===== src/rtl/cam_capture.sv =====
// cam_capture: OV7670 RGB565 parallel capture into an RGB332 framebuffer.
// Camera pins are oversampled in the clk domain; pclk is treated as data.
module cam_capture #(
  parameter int IMG_W = 320,
  parameter int IMG_H = 240,
  parameter int AW    = 17
) (
  input  logic          clk,
  input  logic          rst,
  input  logic          cap_en,
  input  logic          CAM_pclk,
  input  logic          CAM_vsync,
  input  logic          CAM_href,
  input  logic [7:0]    CAM_px_data,
  output logic [AW-1:0] px_addr,
  output logic [7:0]    px_data,
  output logic          px_wr,
  output logic          frame_done,
  output logic          frame_err
);

  localparam int CW = $clog2(IMG_W + 1) + 1;
  localparam int RW = $clog2(IMG_H + 1) + 1;
  localparam logic [AW-1:0] LAST = AW'(IMG_W * IMG_H - 1);
  localparam logic [CW-1:0] COL_MAX = '1;
  localparam logic [RW-1:0] ROW_MAX = '1;

  typedef enum logic {WAIT_FRAME, CAPTURE} state_t;

  state_t        state_q, state_d;
  logic [1:0]    pclk_s_q, vs_s_q, hr_s_q;
  logic [7:0]    d_s0_q, d_s1_q;
  logic          pclk_p_q, vs_p_q, hr_p_q;
  logic [AW-1:0] addr_q, addr_d;
  logic          full_q, full_d;
  logic [CW-1:0] col_q, col_d;
  logic [RW-1:0] row_q, row_d;
  logic          err_q, err_d;
  logic          bsel_q, bsel_d;
  logic [7:0]    b1_q, b1_d;
  logic [7:0]    pdat_q, pdat_d;
  logic          wr_q, wr_d;
  logic          done_q, done_d;
  logic          ferr_q, ferr_d;

  logic pclk_rise, vs_rise, vs_fall, hr_fall;

  assign pclk_rise = pclk_s_q[1] & ~pclk_p_q;
  assign vs_rise   = vs_s_q[1] & ~vs_p_q;
  assign vs_fall   = ~vs_s_q[1] & vs_p_q;
  assign hr_fall   = ~hr_s_q[1] & hr_p_q;

  always_ff @(posedge clk or posedge rst) begin
    if (rst) begin
      pclk_s_q <= '0;
      vs_s_q   <= '0;
      hr_s_q   <= '0;
      d_s0_q   <= '0;
      d_s1_q   <= '0;
      pclk_p_q <= 1'b0;
      vs_p_q   <= 1'b0;
      hr_p_q   <= 1'b0;
      state_q  <= WAIT_FRAME;
      addr_q   <= '0;
      full_q   <= 1'b0;
      col_q    <= '0;
      row_q    <= '0;
      err_q    <= 1'b0;
      bsel_q   <= 1'b0;
      b1_q     <= '0;
      pdat_q   <= '0;
      wr_q     <= 1'b0;
      done_q   <= 1'b0;
      ferr_q   <= 1'b0;
    end else begin
      pclk_s_q <= {pclk_s_q[0], CAM_pclk};
      vs_s_q   <= {vs_s_q[0], CAM_vsync};
      hr_s_q   <= {hr_s_q[0], CAM_href};
      d_s0_q   <= CAM_px_data;
      d_s1_q   <= d_s0_q;
      pclk_p_q <= pclk_s_q[1];
      vs_p_q   <= vs_s_q[1];
      hr_p_q   <= hr_s_q[1];
      state_q  <= state_d;
      addr_q   <= addr_d;
      full_q   <= full_d;
      col_q    <= col_d;
      row_q    <= row_d;
      err_q    <= err_d;
      bsel_q   <= bsel_d;
      b1_q     <= b1_d;
      pdat_q   <= pdat_d;
      wr_q     <= wr_d;
      done_q   <= done_d;
      ferr_q   <= ferr_d;
    end
  end

  always_comb begin
    state_d = state_q;
    addr_d  = addr_q;
    full_d  = full_q;
    col_d   = col_q;
    row_d   = row_q;
    err_d   = err_q;
    bsel_d  = bsel_q;
    b1_d    = b1_q;
    pdat_d  = pdat_q;
    wr_d    = 1'b0;
    done_d  = 1'b0;
    ferr_d  = ferr_q;

    // Post-strobe advance; the last address latches "full" instead of wrapping.
    if (wr_q) begin
      if (addr_q == LAST) full_d = 1'b1;
      else                addr_d = addr_q + 1'b1;
      if (col_q != COL_MAX) col_d = col_q + 1'b1;
    end

    unique case (state_q)
      WAIT_FRAME: begin
        if (vs_fall && cap_en) begin
          state_d = CAPTURE;
          addr_d  = '0;
          full_d  = 1'b0;
          col_d   = '0;
          row_d   = '0;
          err_d   = 1'b0;
          bsel_d  = 1'b0;
        end
      end
      CAPTURE: begin
        if (pclk_rise && hr_s_q[1]) begin
          if (!bsel_q) begin
            b1_d   = d_s1_q;
            bsel_d = 1'b1;
          end else begin
            bsel_d = 1'b0;
            if (full_d) begin
              err_d = 1'b1;
            end else begin
              pdat_d = {b1_q[7:5], b1_q[2:0], d_s1_q[4:3]};
              wr_d   = 1'b1;
            end
          end
        end
        // Line end uses col_d so a strobe in this same clk is counted.
        if (hr_fall) begin
          if (bsel_q) err_d = 1'b1;
          if (col_d != CW'(IMG_W)) err_d = 1'b1;
          bsel_d = 1'b0;
          col_d  = '0;
          if (row_q != ROW_MAX) row_d = row_q + 1'b1;
        end
        if (vs_rise) begin
          state_d = WAIT_FRAME;
          done_d  = 1'b1;
          ferr_d  = err_d | (row_d != RW'(IMG_H));
        end
      end
      default: state_d = WAIT_FRAME;
    endcase
  end

  assign px_addr    = addr_q;
  assign px_data    = pdat_q;
  assign px_wr      = wr_q;
  assign frame_done = done_q;
  assign frame_err  = ferr_q;

endmodule

===== config.mk =====
export PLATFORM = sky130hd
export DESIGN_NAME = cam_capture
export DESIGN_NICKNAME = d
export VERILOG_FILES = /design/src/rtl/cam_capture.sv
export SDC_FILE = /design/constraint.sdc
export NUM_CORES = 1
export LEC_CHECK = 0
export ABC_AREA = 1
export BUFFER_PORTS_ARGS = -buffer_cell sky130_fd_sc_hd__buf_2
export CAP_MARGIN = 40
export CELL_PAD_IN_SITES_DETAIL_PLACEMENT = 0
export CELL_PAD_IN_SITES_GLOBAL_PLACEMENT = 1
export CORE_ASPECT_RATIO = 1.75
export CORE_MARGIN = 2
export CORE_UTILIZATION = 44
export DETAILED_ROUTE_END_ITERATION = 12
export GPL_ROUTABILITY_DRIVEN = 0
export HOLD_SLACK_MARGIN = 0.03
export PLACE_DENSITY = 0.88
export SLEW_MARGIN = 20
export SYNTH_ARGS = -nofsm -noshare
export SYNTH_HDL_FRONTEND = slang
export SYNTH_SLANG_ARGS = --single-unit

===== constraint.sdc =====
create_clock -name clk -period 2.63 [get_ports clk]
set_clock_uncertainty 0.05 [all_clocks]
set_input_delay 0.1315 -clock clk [delete_from_list [all_inputs] [get_ports clk]]
set_output_delay 0.1315 -clock clk [all_outputs]
set_load 0.02 [all_outputs]

==> results_tabular.tex <==
\begin{tabular}{lr}
\hline
Metric & Value \\
\hline
\multicolumn{2}{l}{\textbf{Power and ir drop}} \\
Total power after layout & 3.777 mW \\
Max IR drop VDD & 0.5830 mV \\
Switching share of power & 0.3017 \\
Combinational Power Share & 0.194 \\
Pwr per Cell Area & 833.9 nW/µm² \\
Design internal power & 2.637 mW \\
Switching power of the nets & 1.139 mW \\
Share of power burned in the clock network & 0.359 \\
Static power due to leakage & 2.178 nW \\
Reg power frac & 0.448 \\
\multicolumn{2}{l}{\textbf{Layout}} \\
Fraction of layout instances using a drive strength above 1 & 0.2016 \\
Post-layout instance count excluding filler cells & 578 \\
Number of inserted filler cells in the final layout & 750 \\
Number of diodes added for antenna fixing & 0 \\
Util after Layout & 0.5485 \\
Post-synthesis to final-layout area growth & 21.44\% \\
Final Cell Area & 4529 µm² \\
Total Nets Final & 498 \\
\multicolumn{2}{l}{\textbf{Yosys}} \\
Share of the synthesized area in compound gates (AO/OA/AOI/OAI) & 0.05938 \\
Combined area of all synthesized cells & 3730 µm² \\
Biggest area consumer among synthesized cells & sky130\_fd\_sc\_hd\_\_dfrtp\_1 \\
Share of the yosys chip area belonging to registers & 0.5502 \\
Synth Register Bits & 82 \\
Primary FF master, synth & sky130\_fd\_sc\_hd\_\_dfrtp\_1 \\
Area share of fa/ha/maj cells after synthesis & 0.01006 \\
Per-instance average area after synthesis & 8.966 µm² \\
Post-synthesis simple-gate area fraction & 0.2687 \\
Synth top area share & 0.5502 \\
Leading post-synthesis cells by cell area & sky130\_fd\_sc\_hd\_\_dfrtp\_1, sky130\_fd\_sc\_hd\_\_nand2\_1, sky130\_fd\_sc\_hd\_\_nor2\_1 \\
Count of cell types in the netlist & 38 \\
Largest family of logic cells by synthesized area & simple AND/OR/NAND/NOR gates \\
Multiplexer share of the synthesized area & 0.01811 \\
Count of flip-flops with a built-in enable after synthesis & 0 \\
Cell with the most instances after synthesis & sky130\_fd\_sc\_hd\_\_nand2\_1 \\
Cells after synthesis & 416 \\
Xor-xnor portion of the synthesized cell area & 0.03757 \\
Most common library cells after synthesis & sky130\_fd\_sc\_hd\_\_nand2\_1, sky130\_fd\_sc\_hd\_\_dfrtp\_1, sky130\_fd\_sc\_hd\_\_nor2\_1, sky130\_fd\_sc\_hd\_\_inv\_1, sky130\_fd\_sc\_hd\_\_nand3\_1 \\
Fraction of registers with async set/reset & 1.000 \\
Synth Net Count & 433 \\
Yosys warning count & 0 \\
\multicolumn{2}{l}{\textbf{Placed design}} \\
Number of buffers inserted by port buffering & 41 \\
Placement Cell Area & 4080 µm² \\
Dpl hpwl & 5530 µm \\
Number of cells after detailed placement & 550 \\
\multicolumn{2}{l}{\textbf{Timing}} \\
Final setup violating endpoints & 0 \\
Setup repair after global routing missed its margin & no \\
Headroom to the max-slew limit & 0.5670 \\
Sum of negative setup slack & 0 ns \\
Max-slew violation count & 0 \\
Fmax & 508.6 MHz \\
Final hold violation count & 0 \\
Worst-Margin Slew & 0.6488 ns \\
Fraction of the cycle the final worst path needs & 0.7476 \\
Final min period & 1.966 ns \\
\multicolumn{2}{l}{\textbf{Floorplan}} \\
Area enclosed by the die boundary & 9259 µm² \\
Initial Util & 0.4517 \\
Vertical die dimension & 125.8 µm \\
CORE AREA & 8258 µm² \\
Number of placement rows & 44 \\
Die Span X & 73.60 µm \\
Top-level port count & 42 \\
\multicolumn{2}{l}{\textbf{Worst setup path}} \\
Kind of launch point of the worst setup path & register \\
Category of the worst setup path capture point & register \\
Data required time at the worst endpoint & 2.80 ns \\
Data arrival time of the critical path & 2.14 ns \\
Maximum fanout along the worst path & 10 \\
Type of the worst setup path & register to register \\
\multicolumn{2}{l}{\textbf{Routing}} \\
Via count & 2910 \\
Number of routed nets with antenna violations & 0 \\
DRC violations left & 0 \\
First-pass detailed-route iteration total & 4 \\
Mean number of vias per cell & 5.035 \\
Routed wire length & 7665 µm \\
Routed len/inst & 13.26 µm \\
Initial detailed-routing violation count & 164 \\
\multicolumn{2}{l}{\textbf{Global routing}} \\
Sum of overflow across all layers after global routing & 0 \\
Number of antenna violations at the first check in global routing & 0 \\
Via count of the first global-routing pass & 2990 \\
Met2 demand-to-capacity share in global routing & 0.3178 \\
Global routing usage summed across all routing layers & 0.1863 \\
Most used routing layer & met2 \\
Largest net degree at the start of global routing & 45 \\
Met3 usage & 0.04080 \\
First-pass GRT wire length & 13240 µm \\
Global routing usage on met1 & 0.2124 \\
\multicolumn{2}{l}{\textbf{CTS}} \\
Clock buffer count from CTS & 9 \\
Number of H-tree branching levels & 3 \\
Clock tree root driver cell & sky130\_fd\_sc\_hd\_\_clkbuf\_16 \\
Clock slew at reported path FFs & 0.06 ns \\
Count of clock tree sinks & 82 \\
TritonCTS clock tree & built \\
CTS Buffer Depth & 2 \\
Insertion delay to the later sink of the worst-skew pair & 0.33 ns \\
Total setup buffers inserted after CTS & 0 \\
\multicolumn{2}{l}{\textbf{Worst hold path}} \\
Hold Path Class & primary input to register \\
\multicolumn{2}{l}{\textbf{Flow run}} \\
Max capacitance violation total & 0 \\
\multicolumn{2}{l}{\textbf{Run status}} \\
Run status & finished, final reports clean \\
\hline
\end{tabular}
==> state kept, by name, indices dropped and copies added, names as in the netlist, 2 cells and up <==
signal,cells
px_data,8
d_s0_q,8
row_q,9
pclk_s_q,2
px_addr,17
col_q,10
vs_s_q,2
hr_s_q,2
b1_q,6
d_s1_q,8
==> through the flow <==
stage	hold WS, ns	worst slack [ns]
2_1_floorplan	0.1129	0.3401
3_3_place_gp	0.1823	0.7128
3_5_place_dp	0.1908	0.6488
4_1_cts	0.1965	0.6325
5_1_grt	0.2166	0.4516
6_report	0.1922	0.6638
==> metal layers <==
layer / vias to the layer above / wire length [µm]
met5: - / 0
met4: 0 / 233
met3: 19 / 188
met2: 52 / 4248
met1: 1376 / 2993
li1: 1463 / -
==> final cells by class <==
type,instances,area [µm²],share of cell area
Clock buffer,11,242.7,0.05359
Clock inverter,5,86.33,0.01906
Inverter,50,188.9,0.04171
Multi-Input combinational cell,280,1469,0.3243
Sequential cell,82,2052,0.4530
Tap cell,92,115.1,0.02541
Timing Repair Buffer,58,375.4,0.08287
==> path summary, 6_finish.rpt <==
path                       slack, ns                  from  cells past startpoint                endpoint
min in group asynchronous       0.37                   rst                      3     b1_q[2]$_DFFE_PP0P_
max in group asynchronous       1.51                   rst                      4    row_q[7]$_DFFE_PP0P_
max                             0.66  px_addr[0]$_DFF_PP0_                     11  px_data[6]$_DFFE_PP0P_
min reg2reg                     0.30   d_s0_q[0]$_DFF_PP0_                      0     d_s1_q[0]$_DFF_PP0_
min                             0.19                cap_en                      4       err_q$_DFFE_PP0P_
max reg2reg                     0.66  px_addr[0]$_DFF_PP0_                     11  px_data[6]$_DFFE_PP0P_
==> power by group through the flow <==
| stage | sequential (mW) | combinational [mW] | clock [mW] |
|---|---|---|---|
| after floorplan | 1.76 | 0.430 | 0 |
| after global placement | 1.70 | 0.713 | 0 |
| after detailed placement | 1.71 | 0.724 | 0 |
| after CTS | 1.69 | 0.741 | 1.39 |
| after global routing | 1.72 | 0.824 | 1.45 |
| final | 1.69 | 0.731 | 1.36 |
==> placed cells by master, fill, tap and decap left out, types with 3 or more instances in the layout <==
master                          Yosys  final
sky130_fd_sc_hd__nand2_1          102    102
sky130_fd_sc_hd__dfrtp_1           82     82
sky130_fd_sc_hd__nor2_1            49     49
sky130_fd_sc_hd__inv_1             45     44
sky130_fd_sc_hd__buf_2              2     41
sky130_fd_sc_hd__nand3_1           26     26
sky130_fd_sc_hd__o21ai_0           12     12
sky130_fd_sc_hd__nand4_1           12     12
sky130_fd_sc_hd__dlygate4sd3_1      0     12
sky130_fd_sc_hd__a21oi_1           11     11
sky130_fd_sc_hd__xor2_1            10     10
sky130_fd_sc_hd__clkbuf_16          0      9
sky130_fd_sc_hd__nand2_2            7      7
sky130_fd_sc_hd__xnor2_1            6      6
sky130_fd_sc_hd__mux2_2             6      6
sky130_fd_sc_hd__nor2_2             5      5
sky130_fd_sc_hd__nor3_1             4      4
sky130_fd_sc_hd__inv_2              4      4
sky130_fd_sc_hd__buf_4              1      4
sky130_fd_sc_hd__nor2_4             3      3
sky130_fd_sc_hd__o21ai_1            3      3
sky130_fd_sc_hd__o22ai_1            3      3
sky130_fd_sc_hd__ha_1               3      3
==> what timing repair did <==
item	4_1_cts	5_1_grt
resized for setup	0	0
hold endpoints to repair	49	0
hold buffers	12	0
==> kinds of logic after synthesis <==
group	Yosys count
simple gates	218
flops	82
buf+inv	54
compound gates	37
xor+xnor	16
mux	6
fa+ha+maj	3
==> worst max-delay path, stage by stage (launching register included) <==
cell and delay (ns):
sky130_fd_sc_hd__dfrtp_1 0.41, sky130_fd_sc_hd__ha_1 0.22, sky130_fd_sc_hd__nand3_1 0.12, sky130_fd_sc_hd__nor2_2 0.07, sky130_fd_sc_hd__nand2_2 0.11, sky130_fd_sc_hd__nor2_1 0.08, sky130_fd_sc_hd__nand2_1 0.08, sky130_fd_sc_hd__nand2_2 0.07
sky130_fd_sc_hd__nor3_4 0.34, sky130_fd_sc_hd__inv_2 0.15, sky130_fd_sc_hd__nand2_1 0.10, sky130_fd_sc_hd__nand2_1 0.05
(Power assumes the default switching activity.)
